===== config.mk =====
export PLATFORM = sky130hd
export DESIGN_NAME = data_mem_split_ctrl
export DESIGN_NICKNAME = d
export VERILOG_FILES = /design/src/rtl/data_mem_split_ctrl.sv
export SDC_FILE = /design/constraint.sdc
export NUM_CORES = 1
export LEC_CHECK = 0
export CAP_MARGIN = 20
export CORE_AREA = 2 2 170 172
export CTS_BUF_LIST = sky130_fd_sc_hd__clkbuf_16
export CTS_CLUSTER_SIZE = 12
export DETAILED_ROUTE_END_ITERATION = 10
export DIE_AREA = 0 0 172 174
export GPL_ROUTABILITY_DRIVEN = 1
export SYNTH_ARGS = -nofsm -noshare
export SYNTH_HDL_FRONTEND = slang
export SYNTH_SLANG_ARGS = --single-unit
export TNS_END_PERCENT = 30

===== constraint.sdc =====
create_clock -name Clk_Core -period 4.4 [get_ports Clk_Core]
set_input_delay 0.44 -clock Clk_Core [delete_from_list [all_inputs] [get_ports Clk_Core]]
set_output_delay 0.44 -clock Clk_Core [all_outputs]
set_load 0.005 [all_outputs]

===== src/rtl/data_mem_split_ctrl.sv =====
// Load/store controller between a core and a 32-bit word memory.
// Misaligned accesses that cross a word boundary are split into two aligned accesses.
//
// state | meaning
// IDLE  | ready for a request
// ACC0  | first (or only) memory access
// ACC1  | second access of a split request
// FIN   | one-cycle response
module data_mem_split_ctrl #(
    parameter int ADDR_WIDTH  = 32,
    parameter bit MISALIGN_EN = 1'b1
) (
    input  logic                  Clk_Core,
    input  logic                  Rst_Core,
    input  logic                  Req_Valid,
    output logic                  Req_Ready,
    input  logic                  Req_Write,
    input  logic [2:0]            Lw_Sw_OP,
    input  logic [ADDR_WIDTH-1:0] Req_Addr,
    input  logic [31:0]           Register_In_B,
    output logic                  Rsp_Valid,
    output logic [31:0]           Rsp_Data,
    output logic                  Rsp_Fault,
    output logic                  Mem_Read_Ctrl,
    output logic [3:0]            Mem_Write_Ctrl,
    output logic [ADDR_WIDTH-1:0] Mem_Addr,
    output logic [31:0]           Mem_Write_Data,
    input  logic [31:0]           Mem_Read_Data
);

    typedef enum logic [1:0] {IDLE, ACC0, ACC1, FIN} state_t;

    state_t                  state_q;
    logic                    write_q;
    logic [1:0]              sz_q;
    logic                    uns_q;
    logic [1:0]              off_q;
    logic                    split_q;
    logic [ADDR_WIDTH-3:0]   word_addr_q;
    logic [3:0]              mask_hi_q;
    logic [31:0]             wdata_hi_q;
    logic [31:0]             word0_q;

    logic                    ready_q;
    logic                    rsp_valid_q;
    logic                    rsp_fault_q;
    logic                    rd_q;
    logic [3:0]              wc_q;
    logic [ADDR_WIDTH-1:0]   maddr_q;
    logic [31:0]             mwd_q;

    // request decode, evaluated on the live inputs at accept time
    logic [1:0]  in_off;
    logic [2:0]  in_size;
    logic        in_cross;
    logic        in_illegal;
    logic        in_fault;
    logic [7:0]  in_ones;
    logic [7:0]  in_mask8;
    logic [63:0] in_wdata64;

    always_comb begin
        in_off = Req_Addr[1:0];
        case (Lw_Sw_OP[1:0])
            2'b00:   begin in_size = 3'd1; in_ones = 8'h01; end
            2'b01:   begin in_size = 3'd2; in_ones = 8'h03; end
            default: begin in_size = 3'd4; in_ones = 8'h0F; end
        endcase
        in_cross   = ({2'b00, in_off} + {1'b0, in_size}) > 4'd4;
        in_illegal = (Lw_Sw_OP[1:0] == 2'b11) || (Lw_Sw_OP == 3'b110) ||
                     (Req_Write && Lw_Sw_OP[2]);
        in_fault   = in_illegal || (in_cross && !MISALIGN_EN);
        in_mask8   = in_ones << in_off;
        in_wdata64 = {32'h0, Register_In_B} << {in_off, 3'b000};
    end

    always_ff @(posedge Clk_Core) begin
        if (Rst_Core) begin
            state_q     <= IDLE;
            write_q     <= 1'b0;
            sz_q        <= 2'b00;
            uns_q       <= 1'b0;
            off_q       <= 2'b00;
            split_q     <= 1'b0;
            word_addr_q <= '0;
            mask_hi_q   <= 4'h0;
            wdata_hi_q  <= 32'h0;
            word0_q     <= 32'h0;
            ready_q     <= 1'b1;
            rsp_valid_q <= 1'b0;
            rsp_fault_q <= 1'b0;
            rd_q        <= 1'b0;
            wc_q        <= 4'h0;
            maddr_q     <= '0;
            mwd_q       <= 32'h0;
        end else begin
            ready_q     <= 1'b0;
            rsp_valid_q <= 1'b0;
            rsp_fault_q <= 1'b0;
            rd_q        <= 1'b0;
            wc_q        <= 4'h0;
            maddr_q     <= '0;
            mwd_q       <= 32'h0;
            case (state_q)
                IDLE: begin
                    ready_q <= 1'b1;
                    if (Req_Valid) begin
                        ready_q     <= 1'b0;
                        write_q     <= Req_Write;
                        sz_q        <= Lw_Sw_OP[1:0];
                        uns_q       <= Lw_Sw_OP[2];
                        off_q       <= in_off;
                        split_q     <= in_cross;
                        word_addr_q <= Req_Addr[ADDR_WIDTH-1:2];
                        mask_hi_q   <= in_mask8[7:4];
                        wdata_hi_q  <= in_wdata64[63:32];
                        if (in_fault) begin
                            state_q     <= FIN;
                            rsp_valid_q <= 1'b1;
                            rsp_fault_q <= 1'b1;
                        end else begin
                            state_q <= ACC0;
                            maddr_q <= {Req_Addr[ADDR_WIDTH-1:2], 2'b00};
                            if (Req_Write) begin
                                wc_q  <= in_mask8[3:0];
                                mwd_q <= in_wdata64[31:0];
                            end else begin
                                rd_q <= 1'b1;
                            end
                        end
                    end
                end
                ACC0: begin
                    if (split_q) begin
                        state_q <= ACC1;
                        // next word address wraps naturally at 2^ADDR_WIDTH
                        maddr_q <= {word_addr_q + {{(ADDR_WIDTH-3){1'b0}}, 1'b1}, 2'b00};
                        if (write_q) begin
                            wc_q  <= mask_hi_q;
                            mwd_q <= wdata_hi_q;
                        end else begin
                            rd_q <= 1'b1;
                        end
                    end else begin
                        state_q     <= FIN;
                        rsp_valid_q <= 1'b1;
                    end
                end
                ACC1: begin
                    word0_q     <= Mem_Read_Data;
                    state_q     <= FIN;
                    rsp_valid_q <= 1'b1;
                end
                default: begin
                    state_q <= IDLE;
                    ready_q <= 1'b1;
                end
            endcase
        end
    end

    // load result: memory data is only valid in FIN, so extraction stays combinational
    logic [31:0] lo_word;
    logic [31:0] sel;
    logic [31:0] ext;

    always_comb begin
        lo_word = split_q ? word0_q : Mem_Read_Data;
        case (off_q)
            2'd0:    sel = lo_word;
            2'd1:    sel = {Mem_Read_Data[7:0],  lo_word[31:8]};
            2'd2:    sel = {Mem_Read_Data[15:0], lo_word[31:16]};
            default: sel = {Mem_Read_Data[23:0], lo_word[31:24]};
        endcase
        case (sz_q)
            2'b00:   ext = uns_q ? {24'h0, sel[7:0]}  : {{24{sel[7]}}, sel[7:0]};
            2'b01:   ext = uns_q ? {16'h0, sel[15:0]} : {{16{sel[15]}}, sel[15:0]};
            default: ext = sel;
        endcase
        Rsp_Data = ((state_q == FIN) && !write_q && !rsp_fault_q) ? ext : 32'h0;
    end

    assign Req_Ready      = ready_q;
    assign Rsp_Valid      = rsp_valid_q;
    assign Rsp_Fault      = rsp_fault_q;
    assign Mem_Read_Ctrl  = rd_q;
    assign Mem_Write_Ctrl = wc_q;
    assign Mem_Addr       = maddr_q;
    assign Mem_Write_Data = mwd_q;

endmodule


==> key figures <==
Global routing
  – Pin count of the biggest net entering global routing: 58
  – Vias in the first global route: 7261
  – Grt total ovfl: 0
  – Initial antenna violation count: 1
  – First-pass GRT wire length: 40500 µm
  – Total track usage: 17.2%

STA
  – Unrepaired setup endpoints after global routing: no
  – Setup Total Neg Slack: 0 ns
  – Crit share post-route: 75.6%
  – Worst Tran Pin Value: 1.07 ns
  – Peak Freq: 0.300 GHz
  – Hold slack: 0.465 ns
  – # setup viols final: 0
  – Final Hold Vio Count: 0
  – Slew headroom: 28.6%
  – Post-layout min period: 3.33 ns
  – Final max-slew violation count: 0
  – Clock skew: 0.0144 ns

Place
  – Routability cong.: 0.862
  – IO buf count: 204
  – Post-DP HPWL: 18000 µm
  – Placed cell area: 10600 µm²

Routing
  – WL final: 25800 µm
  – DR pass1 iterations: 5
  – Per-cell routed wire length: 17.0 µm
  – Avg Vias per Cell: 4.96
  – Drc violations: 0
  – Initial DRC count: 423
  – Vias after detailed routing: 7526
  – Routed Antenna Nets: 0

Worst setup path
  – Critical Path Source Type: register
  – Reg-to-Reg Start: state_q[1]
  – Max incr delay on CP: 0.57 ns
  – Crit-path slowest cell: buf_4
  – Crit path launch: off_q[0]
  – Arr. time, crit path: 2.89 ns
  – Critical path class: reg -> out
  – CP cell instances: buf_4, mux2_2, nand2_1, o21ai_0, a22oi_1, a21oi_1, clkdlybuf4s50_1
  – CP endpoint kind: output port
  – WP data required: 3.96 ns
  – Crit-path max FO: 50

Clocking
  – Clock buffer depth: 2
  – Root buffer cell: clkbuf_16
  – CTS Hold Bufs: 0
  – Worst-path clk slew: 0.08 ns
  – TritonCTS Buffers: 17
  – Post-cts sizing count: 0
  – CTS tree: done
  – H-tree Lvls: 4
  – Clock Sinks: 168
  – Setup bufs post-CTS: 0
  – Clock latency on the worst-skew pair: 0.44 ns

Yosys
  – Mux share of post-synthesis cell area: 17.0%
  – Synth unique cells: 49
  – Top_reg_cell synth: dfxtp_1
  – Syn Area/Cell: 8.65 µm²
  – Synth Warn #: 0
  – Number of synthesized flops with an enable pin: 0
  – Area of the mapped netlist: 8290 µm²
  – Largest family of logic cells by synthesized area: simple AND/OR/NAND/NOR gates
  – XOR/XNOR share of the synthesized area: 2.96%
  – Post-synthesis compound-gate area fraction: 16.1%
  – Post-Synth Simple-Gate Area: 17.3%
  – Seq/Total Area, Yosys: 40.6%
  – Adder-cell share of the synthesized area: 1.60%
  – #FFs+latches synth: 168
  – Ys async rst share: 0%
  – Post-Synthesis Cells: 958

Min path
  – Hold Startpoint: mask_hi_q[2]
  – Min-Delay Path Class: reg -> reg

Pwr
  – Seq pwr share: 39.1%
  – Pint: 0.00310 W
  – NetSw: 0.00167 W
  – Clk pwr share: 32.1%
  – Pwr/cell area: 425 nW/µm²
  – P_leak: 3.95 nW
  – Peak VDD IR: 0.000237 V
  – Comb pwr share: 28.7%
  – Sw Share: 35.0%

Cells and area
  – Layout cells sized above 1: 8.47%
  – Most common cell after layout, fill and taps aside: clkdlybuf4s50_1
  – Area delta synth->final: 35.1%
  – N_diodes: 0
  – Fin area: 11200 µm²
  – # fillers: 2884
  – NumNets Final: 1234
  – Commonest non-fill, non-tap cells in the layout: clkdlybuf4s50_1 (203), dfxtp_1 (166), nand2_1 (145), nor2_1 (114), mux2i_1 (81)

Floorplan
  – Die Height: 174 µm
  – IO Pins: 207
  – Core area: 28200 µm²
  – Chip width: 172 µm
  – # rows: 62
  – Die area: 29900 µm²
  – Initial Utilization: 29.4%

Status
  – Status: completed

Job
  – Max-Cap Viols: 0
state kept, by name (all words and copies together), names as in the netlist, 3 cells and up:
name and count:
Mem_Addr 30, Mem_Write_Ctrl 4, Mem_Write_Data 32, mask_hi_q 3, wdata_hi_q 24, word0_q 32, word_addr_q 30
critical path: cells and delay by family, from the launching register on:
kind / cells / cell delay (ns)
mux: 1 / 0.45
compound gates: 3 / 0.39
buf+inv: 2 / 1.04
flops: 1 / 0.46
simple gates: 1 / 0.08
synth_stat cells (4+ instances only):
library cell,n,area share (%)
clkbuf_1,40,1.8
mux2_2,23,3.1
and3_1,6,0.45
a22o_1,8,0.85
a21oi_1,62,3.7
mux4_2,15,4.1
nand3_1,17,1.0
o21ai_1,6,0.36
nor2_1,114,5.2
a221oi_1,4,0.42
nand2_1,146,6.6
a32oi_1,8,0.85
dfxtp_1,168,41
buf_4,5,0.45
nor3_1,15,0.91
nand4_1,6,0.45
o21ai_0,69,4.2
xnor2_1,9,0.95
mux2i_1,81,9.8
buf_1,7,0.32
xor2_1,19,2.0
a211oi_1,20,1.8
inv_1,11,0.50
o22ai_1,6,0.45
a22oi_1,24,2.2
ha_1,9,1.4
nor2b_1,10,0.75
buf_2,18,1.1
power groups by stage:
| stage | Clock, W | Combinational, W | Sequential [W] |
|---|---|---|---|
| 5_1_grt | 0.00164 | 0.00152 | 0.00189 |
| 3_5_place_dp | 0 | 0.00138 | 0.00190 |
| 4_1_cts | 0.00158 | 0.00138 | 0.00187 |
| 2_1_floorplan | 0 | 0.000939 | 0.00185 |
| 6_report | 0.00153 | 0.00137 | 0.00187 |
| 3_3_place_gp | 0 | 0.00137 | 0.00189 |
stage by stage:
stage	util, %	total power (W)	setup WS (ns)	std cells
CTS	39.7	0.00483	1.03	1518
finish	39.7	0.00477	1.07	1518
floorplan	-	0.00279	2.31	959
global placement	37.4	0.00326	1.04	1485
detailed placement	37.5	0.00328	1.00	1486
global route	39.7	0.00505	0.883	1518
area by class of cell:
type	count	area [µm²]	area share [%]
multi-input cells	708	4570	40.8
flip-flops and latches	168	3370	30.0
repair buffers	215	2140	19.1
well taps	384	480	4.29
clock buffers	17	425	3.80
clock inverters	15	179	1.60
inverters	11	41.3	0.369
per-layer routing:
| layer | global-route usage (%) | part of all wire (%) | up-vias | wire length [µm] |
|---|---|---|---|---|
| li1 | - | - | 3703 | - |
| met1 | 23.3 | 46 | 3549 | 12000 |
| met2 | 26.8 | 45 | 245 | 11700 |
| met3 | 4.71 | 7.1 | 29 | 1830 |
| met4 | 4.87 | 1.5 | 0 | 376 |
| met5 | 0 | 0 | - | 0 |
kinds of logic (layout without fill, tap and decap cells):
kind of cell / Yosys count / count (layout)
adder cells (fa/ha/maj): 10 / 10
AO/OA/AOI/OAI: 218 / 218
XOR/XNOR: 28 / 28
buffers and inverters: 83 / 258
other: 1 / 2
AND/OR/NAND/NOR: 331 / 331
multiplexers: 119 / 119
flip-flops: 168 / 168
path summary, 6_finish.rpt:
path	end	slack, ns	depth (start not counted)
setup / recovery	Rsp_Data[10]	1.07	7
hold reg to reg	Mem_Write_Ctrl[2]	0.47	2
hold / removal	Mem_Write_Ctrl[2]	0.47	2
setup reg to reg	Mem_Write_Ctrl[3]	1.51	7
No activity file was read; power rests on OpenSTA's default activity.
